File: src/rtl/stage_ir_nway_pkg.sv
// Shared types for the N-wide retire stage: bus/size/error encodings,
// per-lane ROB->retire and retire->{free list, map table, pipeline} packets,
// and the committed-store buffer entry.
package stage_ir_nway_pkg;

  localparam int XLEN   = 32;
  localparam int PHYS_W = 6;
  localparam logic [4:0] ZERO_REG = 5'd0;

  typedef enum logic [1:0] {
    BYTE   = 2'h0,
    HALF   = 2'h1,
    WORD   = 2'h2,
    DOUBLE = 2'h3
  } MEM_SIZE;

  typedef enum logic [1:0] {
    BUS_NONE  = 2'h0,
    BUS_LOAD  = 2'h1,
    BUS_STORE = 2'h2
  } BUS_COMMAND;

  typedef enum logic [3:0] {
    NO_ERROR      = 4'h0,
    ILLEGAL_INST  = 4'h2,
    HALTED_ON_WFI = 4'hb
  } EXCEPTION_CODE;

  typedef struct packed {
    logic              retire_en;
    logic              wr_mem;
    logic              halt;
    logic              take_branch;
    logic [4:0]        dest_reg_idx;
    logic [PHYS_W-1:0] retire_t;
    logic [PHYS_W-1:0] retire_t_old;
    logic [XLEN-1:0]   result;
    logic [XLEN-1:0]   rs2_value;
    MEM_SIZE           mem_size;
    logic [XLEN-1:0]   NPC;
  } ROB_IR_PACKET;

  typedef struct packed {
    logic              retire_en;
    logic [PHYS_W-1:0] retire_t;
    logic [PHYS_W-1:0] retire_t_old;
  } IR_FL_PACKET;

  typedef struct packed {
    logic              retire_en;
    logic [4:0]        dest_reg_idx;
    logic [PHYS_W-1:0] retire_t;
    logic [PHYS_W-1:0] retire_t_old;
  } IR_MT_PACKET;

  typedef struct packed {
    logic [3:0]      completed_insts;
    EXCEPTION_CODE   error_status;
    logic            wr_en;
    logic [4:0]      dest_reg_idx;
    logic [XLEN-1:0] wr_data;
    logic [XLEN-1:0] NPC;
  } IR_PIPELINE_PACKET;

  typedef struct packed {
    MEM_SIZE         size;
    logic [XLEN-1:0] addr;
    logic [XLEN-1:0] data;
  } SB_ENTRY;

endpackage

File: src/rtl/store_buffer.sv
// Circular FIFO of committed stores.
//   clock, reset : system clock, synchronous active-high reset (empties FIFO)
//   push_valid   : per-lane push strobes; set lanes are written in lane order
//   push_data    : per-lane entries
//   pop          : retire the head entry (ignored when empty)
//   head         : oldest entry
//   count        : occupancy
// The caller guarantees pushes never exceed the free space.
module store_buffer
  import stage_ir_nway_pkg::*;
#(
  parameter int DEPTH  = 4,
  parameter int PUSH_W = 2
) (
  input  logic                       clock,
  input  logic                       reset,
  input  logic [PUSH_W-1:0]          push_valid,
  input  SB_ENTRY                    push_data [PUSH_W],
  input  logic                       pop,
  output SB_ENTRY                    head,
  output logic [$clog2(DEPTH+1)-1:0] count
);

  localparam int PW = $clog2(DEPTH);
  localparam int CW = $clog2(DEPTH+1);
  localparam int NW = $clog2(PUSH_W+1);

  SB_ENTRY       mem [DEPTH];
  logic [PW-1:0] head_ptr;
  logic [PW-1:0] tail_ptr;
  logic [PW-1:0] slot [PUSH_W];
  logic [NW-1:0] push_n;
  logic          do_pop;

  // Sparse push strobes are compacted: each set lane takes the next free slot.
  always_comb begin
    push_n = '0;
    for (int unsigned i = 0; i < PUSH_W; i++) begin
      slot[i] = tail_ptr + PW'(push_n);
      if (push_valid[i]) push_n = push_n + NW'(1);
    end
  end

  assign do_pop = pop && (count != '0);
  assign head   = mem[head_ptr];

  always_ff @(posedge clock) begin
    for (int unsigned i = 0; i < PUSH_W; i++) begin
      if (push_valid[i]) mem[slot[i]] <= push_data[i];
    end
  end

  always_ff @(posedge clock) begin
    if (reset) begin
      head_ptr <= '0;
      tail_ptr <= '0;
      count    <= '0;
    end else begin
      tail_ptr <= tail_ptr + PW'(push_n);
      if (do_pop) head_ptr <= head_ptr + PW'(1);
      count <= count + CW'(push_n) - CW'(do_pop);
    end
  end

endmodule

File: src/rtl/stage_ir_nway.sv
// N-wide in-order retire stage with a committed-store buffer.
//   clock, reset        : system clock, synchronous active-high reset
//   rob_ir_packet       : ROB head lanes, lane 0 oldest
//   store_grant         : Dmem accepted the presented store
//   retire_count        : accepted prefix length (ROB pops this many)
//   fl/mt/pipe_packet   : per-lane free-list, map-table and debug outputs
//   interrupt           : a taken branch retired this cycle
//   branch_target       : that branch's result
//   halted              : sticky, set the cycle after a halt retires
//   sb_count            : store-buffer occupancy
//   store2Dmem_*        : store-buffer head presented to Dmem
module stage_ir_nway
  import stage_ir_nway_pkg::*;
#(
  parameter int RETIRE_WIDTH = 2,
  parameter int SB_DEPTH     = 4
) (
  input  logic                              clock,
  input  logic                              reset,
  input  ROB_IR_PACKET                      rob_ir_packet [RETIRE_WIDTH],
  input  logic                              store_grant,
  output logic [$clog2(RETIRE_WIDTH+1)-1:0] retire_count,
  output IR_FL_PACKET                       fl_packet [RETIRE_WIDTH],
  output IR_MT_PACKET                       mt_packet [RETIRE_WIDTH],
  output IR_PIPELINE_PACKET                 pipe_packet [RETIRE_WIDTH],
  output logic                              interrupt,
  output logic [XLEN-1:0]                   branch_target,
  output logic                              halted,
  output logic [$clog2(SB_DEPTH+1)-1:0]     sb_count,
  output BUS_COMMAND                        store2Dmem_command,
  output MEM_SIZE                           store2Dmem_size,
  output logic [XLEN-1:0]                   store2Dmem_addr,
  output logic [XLEN-1:0]                   store2Dmem_data
);

  localparam int RCW  = $clog2(RETIRE_WIDTH+1);
  localparam int SBCW = $clog2(SB_DEPTH+1);

  logic [RETIRE_WIDTH-1:0] accepted;
  logic [RETIRE_WIDTH-1:0] push_valid;
  SB_ENTRY                 push_data [RETIRE_WIDTH];
  SB_ENTRY                 sb_head;
  logic                    blocked;
  logic                    lane_ok;
  logic                    halt_accept;
  logic [SBCW-1:0]         stores;
  logic [SBCW:0]           occ;

  // Prefix acceptance. occ counts buffer entries plus stores already accepted
  // this cycle; a same-cycle pop is deliberately not credited as free space.
  always_comb begin
    accepted      = '0;
    retire_count  = '0;
    stores        = '0;
    occ           = '0;
    lane_ok       = 1'b0;
    blocked       = reset || halted;
    interrupt     = 1'b0;
    branch_target = '0;
    halt_accept   = 1'b0;
    for (int unsigned i = 0; i < RETIRE_WIDTH; i++) begin
      occ     = (SBCW+1)'(sb_count) + (SBCW+1)'(stores);
      lane_ok = !blocked && rob_ir_packet[i].retire_en;
      if (rob_ir_packet[i].wr_mem && (occ >= (SBCW+1)'(SB_DEPTH))) lane_ok = 1'b0;
      if (rob_ir_packet[i].halt && (occ != '0)) lane_ok = 1'b0;
      accepted[i] = lane_ok;
      if (!lane_ok) begin
        blocked = 1'b1;
      end else begin
        retire_count = retire_count + RCW'(1);
        if (rob_ir_packet[i].wr_mem) stores = stores + SBCW'(1);
        if (rob_ir_packet[i].take_branch) begin
          interrupt     = 1'b1;
          branch_target = rob_ir_packet[i].result;
          blocked       = 1'b1;
        end
        if (rob_ir_packet[i].halt) begin
          halt_accept = 1'b1;
          blocked     = 1'b1;
        end
      end
    end
  end

  always_comb begin
    for (int unsigned i = 0; i < RETIRE_WIDTH; i++) begin
      fl_packet[i].retire_en    = accepted[i];
      fl_packet[i].retire_t     = rob_ir_packet[i].retire_t;
      fl_packet[i].retire_t_old = rob_ir_packet[i].retire_t_old;

      mt_packet[i].retire_en    = accepted[i];
      mt_packet[i].dest_reg_idx = rob_ir_packet[i].dest_reg_idx;
      mt_packet[i].retire_t     = rob_ir_packet[i].retire_t;
      mt_packet[i].retire_t_old = rob_ir_packet[i].retire_t_old;

      pipe_packet[i].completed_insts = accepted[i] ? 4'd1 : 4'd0;
      pipe_packet[i].error_status    = (accepted[i] && rob_ir_packet[i].halt) ? HALTED_ON_WFI : NO_ERROR;
      pipe_packet[i].wr_en           = accepted[i] && (rob_ir_packet[i].dest_reg_idx != ZERO_REG);
      pipe_packet[i].dest_reg_idx    = rob_ir_packet[i].dest_reg_idx;
      pipe_packet[i].wr_data         = rob_ir_packet[i].result;
      pipe_packet[i].NPC             = rob_ir_packet[i].take_branch ? rob_ir_packet[i].result
                                                                    : rob_ir_packet[i].NPC;

      push_valid[i]     = accepted[i] && rob_ir_packet[i].wr_mem;
      push_data[i].size = rob_ir_packet[i].mem_size;
      push_data[i].addr = rob_ir_packet[i].result;
      push_data[i].data = rob_ir_packet[i].rs2_value;
    end
  end

  always_ff @(posedge clock) begin
    if (reset) halted <= 1'b0;
    else if (halt_accept) halted <= 1'b1;
  end

  store_buffer #(
    .DEPTH  (SB_DEPTH),
    .PUSH_W (RETIRE_WIDTH)
  ) u_store_buffer (
    .clock      (clock),
    .reset      (reset),
    .push_valid (push_valid),
    .push_data  (push_data),
    .pop        (store_grant),
    .head       (sb_head),
    .count      (sb_count)
  );

  assign store2Dmem_command = (sb_count != '0) ? BUS_STORE : BUS_NONE;
  assign store2Dmem_size    = sb_head.size;
  assign store2Dmem_addr    = sb_head.addr;
  assign store2Dmem_data    = sb_head.data;

endmodule

File: config.mk
export PLATFORM = sky130hd
export DESIGN_NAME = stage_ir_nway
export DESIGN_NICKNAME = d
export VERILOG_FILES = /design/src/rtl/stage_ir_nway_pkg.sv /design/src/rtl/store_buffer.sv /design/src/rtl/stage_ir_nway.sv
export SDC_FILE = /design/constraint.sdc
export NUM_CORES = 1
export LEC_CHECK = 0
export CAP_MARGIN = 15
export CORE_MARGIN = 4
export CORE_UTILIZATION = 26
export DETAILED_ROUTE_END_ITERATION = 8
export GPL_TIMING_DRIVEN = 0
export HOLD_SLACK_MARGIN = 0.06
export PLACE_DENSITY = 0.57
export SYNTH_ARGS = -nofsm -noshare
export SYNTH_HDL_FRONTEND = slang
export SYNTH_SLANG_ARGS = --single-unit
export TNS_END_PERCENT = 30
File: constraint.sdc
create_clock -name clock -period 7.15 [get_ports clock]
set_input_delay 1.43 -clock clock [delete_from_list [all_inputs] [get_ports clock]]
set_output_delay 1.43 -clock clock [all_outputs]
set_load 0.01 [all_outputs]
**Yosys cells after proc, flatten, opt, wreduce, memory -nomap -nowiden**

Memories as Yosys holds them, arrays and structs flattened. A register that Yosys moved wholly into a read port is not among the register bits.
Cells that the tools add are included.

- $add $sub $neg: 8
- Magnitude comparators: 2
- Reduce and logical (&&, ||, !) cells: 21
- Mux-type cells: 38

Operators with widths:

| kind | count |
|---|---|
| $mux 32 | 6 |
| $mux 1 | 25 |
| $logic_and 1x1->1 | 13 |
| $mux 2 | 5 |
| $reduce_bool 5->1 | 2 |
| $mux 4 | 2 |
| $reduce_bool 4->1 | 2 |
| $add 2x1->2 const B | 2 |
| $add 3x3->4 | 1 |
| $ge 4x3->1 const B | 1 |
| $add 3x2->3 | 1 |
| $ge 3x3->1 const B | 1 |
| $reduce_bool 3->1 | 1 |
| $sub 3x1->3 | 1 |
| $add 1x1->2 const B | 1 |
| $add 2x1->2 | 1 |
| $add 2x2->2 | 1 |
| $logic_not 1->1 | 2 |
| $logic_or 1x1->1 | 1 |

- Bits in writable memories: 264
- Bits in registers: 8
- Output and inout bits: 325
- Word-level logic and storage cells: 74
- Input bits: 241
- Memories kept: 1

Memories:

| name | depth | width | rd ports | clocked after Yosys merged registers in | write ports | line | RTL |
|---|---|---|---|---|---|---|---|
| u_store_buffer.mem | 4 | 66 | 1 | 1 | 2 | store_buffer.sv:28 | `SB_ENTRY mem [DEPTH];` |

**Logic depth before layout (Yosys ltp)**

- Word-level depth: 15
- Depth in mapped cells: 17
- Gate-level depth less buffers: 15

**By module**

From an unflattened synthesis, not the netlist that was laid out.

- Cells, all modules: 1133
- Area total of the unflattened synthesis: 16065.4 um^2

By module, submodules not included:

| module | cells each | seq. area each (um^2) | instances | area each (um^2) |
|---|---|---|---|---|
| store_buffer | 691 | 8107.8 | 1 | 13217.7 |
| stage_ir_nway | 442 | 20.0 | 1 | 2847.7 |

**Least setup slack after synthesis**

OpenSTA, ideal clock, no wires.

- Path kind: input port to flip-flop
- Start point: input port reset
- End point: memory u_store_buffer.mem[2][0] (netlist bit), enable pin
- Setup time: 0.581 ns
- Setup slack: -0.613 ns
- Buffers on the path: 2
- Arrival: 7.182 ns
- Data required time: 6.569 ns
- Cell stages on the path: 7
- Path through: buf_4 nor2_2 and4_1 and2_1 clkbuf_1 nand2_1 o21ai_0

RTL lines:

| item | line | RTL |
|---|---|---|
| start: declaration | stage_ir_nway.sv:19 | `input logic reset,` |
| end: declaration | store_buffer.sv:28 |  |

**Final worst setup path**

- Start point: input port rob_ir_packet[235] (netlist bit)
- End point: output port branch_target[4]

- Cells in the longest elaborated chain, start to end: 9

Ends and longest elaborated chain:

| item | line | RTL |
|---|---|---|
| start: declaration | stage_ir_nway.sv:20 | `input ROB_IR_PACKET rob_ir_packet [RETIRE_WIDTH],` |
| $logic_and 1x1->1 | stage_ir_nway.sv:65 | `if (rob_ir_packet[i].halt && (occ != '0)) lane_ok = 1'b0;` |
| $mux 1 | stage_ir_nway.sv:65 |  |
| $mux 1 | stage_ir_nway.sv:67 | `if (!lane_ok) begin` |
| $add 3x3->4 | stage_ir_nway.sv:62 | `occ = (SBCW+1)'(sb_count) + (SBCW+1)'(stores);` |
| $ge 4x3->1 | stage_ir_nway.sv:64 | `if (rob_ir_packet[i].wr_mem && (occ >= (SBCW+1)'(SB_DEPTH))) lane_ok = 1'b0;` |
| $logic_and 1x1->1 | stage_ir_nway.sv:64 |  |
| $mux 1 | stage_ir_nway.sv:64 |  |
| $mux 1 * | stage_ir_nway.sv:65 |  |
| via lane_ok | stage_ir_nway.sv:44 | `logic lane_ok;` |
| $mux 32 * | stage_ir_nway.sv:67 |  |
| end: declaration | stage_ir_nway.sv:27 | `output logic [XLEN-1:0] branch_target,` |

Mark *: on every way through the listed nets, which the timed path passes. The rest lies on a longest branch.

==> out/metrics.yaml <==
cts_tree: "done"
rows: 89
syn2layout_area_growth_pct: 49.13
holdWs_ps: 530.1
crit_fanout: 10
pre_cts_ws_ps: -1063
avgSynthCellArea_sq_um: 15.79
firstDrtPassIters: 4
cts_root_buf: "clkbuf_16"
fin_crit_ps: 6855
tns_ps: 0
async_flop_share_pct: 0
critPathLaunchType: "input pin"
multiInputGateArea_sq_mm: 0.006066
drv_cap: 0
end_kind: "output pin"
num-nets-final: 1817
worst_slack_ps: 295.3
place_congestion: 0.7428
clk_pin_slew_ps: 60
critPathSlowestCell: "clkdlybuf4s50_1"
detail_route.wl_per_cell_um: 22.66
critPathBufInv: 3
die_w_um: 253.0
die_area_sq_mm: 0.06398
synthCells: 988
final_antenna_net_count: 0
grt_pass1_wl_um: 77090
tightest_slew_ps: 1000
die_y_um: 253.0
grt_max_degree: 48
dr_total_vias: 10760
clk_latency_ps: 530
finalHoldViolCount: 0
status: "complete, no violations"
initial_core_util_pct: 26.33
cts_sinks: 274
antenna_found_initial: 2
hp-class: "reg2reg"
power.density_mw_per_mm2: 222.7
synthFlopType: "edfxtp_1"
power.leakage_uw: 0.008121
fin_area_sq_mm: 0.02326
synth-edff-count: 264
fillers: 5582
dp_hpwl_um: 38970
synth-seq-cells: 274
grt_setup_unrepaired: "no"
overflow: 0
cp.required_ps: 5720
r2r_setup_slack_ps: 2250
relSlewSlack_pct: 33.31
first_global_vias: 11800
synth_area_sq_mm: 0.01560
synth.distinct_cells: 40
totalWireLength_um: 53600
regArea_sq_mm: 0.008128
clockBufferDepth: 3
drc: 0
maxClockFrequency_mhz: 145.9
core_area_sq_mm: 0.05924
worstPathArrival_ps: 5420
ys_seq_area_share_pct: 52.10
grt_use_total_pct: 16.05
vdd_drop_max_mv: 0.1404
io-pin-count: 566
setup_viol: 0
vias_per_cell: 4.548
min_period_over_period_pct: 95.87
cts_buffers: 34
fin_worst_skew_ps: 11.59
first_iter_violations: 473
placedInstanceArea_sq_mm: 0.02207
cts_max_level: 2
cts_hold_buffers: 0
max_stage_delay_ps: 610
portBuffers: 529
ys_warn_count: 0
critical_path_class: "in2out"
drive_above_1_share_pct: 37.89
crit_family: "buffers and inverters"
cp_cell_sequence: "clkdlybuf4s50_1 > o31ai_1 > and4_1 > and2_2 > ha_1 > ha_1 > o21ai_0 > nand3_1 > a211oi_4 > and2_2 > buf_2 > a22o_1 > clkdlybuf4s50_1"
slew_viol_final: 0
-- path summary, 6_finish.rpt --
path                                    from                          to  cells after the start
setup / recovery          rob_ir_packet[235]            branch_target[4]                     13
hold / removal    u_store_buffer.head_ptr[1]  u_store_buffer.head_ptr[1]                      2
setup reg to reg     u_store_buffer.count[2]   u_store_buffer.mem[0][39]                     13
hold reg to reg   u_store_buffer.head_ptr[1]  u_store_buffer.head_ptr[1]                      2
-- worst register-to-register path, delay by kind of cell (launching register included) --
kind,cells,cell delay [ps]
flip-flops,1,380
AND/OR/NAND/NOR,6,2390
adder cells (fa/ha/maj),2,430
buffers and inverters,3,900
AO/OA/AOI/OAI,2,440
-- through the flow --
| stage | total power (uW) | cells | utilization (%) |
|---|---|---|---|
| after floorplan | 2609 | 996 | - |
| after global placement | 3438 | 2298 | 36.95 |
| after detailed placement | 3446 | 2304 | 37.26 |
| after CTS | 5265 | 2362 | 39.24 |
| after global routing | 5410 | 2362 | 39.26 |
| final | 5182 | 2365 | 39.27 |
-- kinds of logic after synthesis --
logic type	after synthesis	synth area share, %
AOI/OAI and AO/OA	42	2.214
xor gates and xnor gates	8	0.4492
adders and majority gates	9	0.7700
buffers and inverters	216	9.488
DFF	274	52.10
muxes	394	33.21
other	1	0.02404
and+or+nand+nor	44	1.749
-- layer usage --
metal / GRT usage (%) / vias to the layer above / share of wire [%]
met5: 0 / - / 0
met4: 3.672 / 0 / 1.9
met3: 3.831 / 53 / 6.9
met2: 28.77 / 394 / 52
met1: 19.61 / 5439 / 40
li1: - / 4871 / -
-- cells in the mapped netlist, types with 2 or more instances --
cell / number / area (sq um)
ha_1: 8 / 100.1
o21ai_0: 2 / 10.01
and2_1: 6 / 37.54
nand2_1: 7 / 26.28
o21a_1: 2 / 15.01
mux4_2: 66 / 1486
nor2b_1: 3 / 18.77
xnor2_1: 3 / 26.28
or4_1: 2 / 15.01
xor2_1: 5 / 43.79
or2_2: 3 / 18.77
nand3_1: 4 / 20.02
nor2_1: 8 / 30.03
dfxtp_1: 10 / 200.2
inv_1: 5 / 18.77
buf_2: 16 / 80.08
a22o_1: 32 / 280.3
nor3b_2: 2 / 25.02
edfxtp_1: 264 / 7928
buf_6: 7 / 78.83
clkbuf_1: 20 / 75.07
a211oi_1: 2 / 15.01
a21oi_1: 2 / 10.01
mux2_1: 43 / 484.2
buf_1: 9 / 33.78
mux2_2: 285 / 3209
buf_4: 159 / 1194
-- area by class of cell --
cell class,count,share of cell area (%)
clock inverter,19,0.9520
sequential,274,34.94
tap,773,4.157
antenna,3,0.03227
timing repair buffer,537,23.50
multi-input combinational,506,26.07
buffer,209,6.250
clock buffer,39,4.012
inverter,5,0.08068
-- sequential cells by signal, indices dropped and copies added (netlist names), named ones only --
register / count
halted: 1
u_store_buffer.count: 3
u_store_buffer.head_ptr: 2
u_store_buffer.mem: 264
u_store_buffer.tail_ptr: 2
-- layout by cell type, fill, tap and decap left out, drive strengths merged --
master,count
clkinvlp,2
ha,8
a211oi,2
clkbuf,57
o31ai,1
a21boi,1
inv,6
diode,3
nor2b,3
mux4,66
conb,9
and3,1
mux2,328
clkinv,11
xor2,5
edfxtp,264
nor3,1
and2,6
a22o,32
nand2,7
dfxtp,10
or3,1
bufinv,5
fa,1
a21oi,2
o21ai,2
nor4b,1
nor3b,3
nand3,5
nor2,9
or2,3
o21a,2
buf,199
xnor2,3
or4,2
and4,1
clkdlybuf4s50,529
nand3b,1
-- what timing repair did --
item,CTS,global route
setup buffers,1,0
pin swaps,1,0
gates resized for setup,3,1
setup endpoints to repair,38,30
-- report_power, final --
group / switching, uW / internal (uW) / leakage [uW]
Clock: 679 / 1110 / 0.000556
Combinational: 663 / 892 / 0.00510
Sequential: 23.5 / 1810 / 0.00246
Total: 1370 / 3820 / 0.00812
Power figures use the tool's default switching activity.
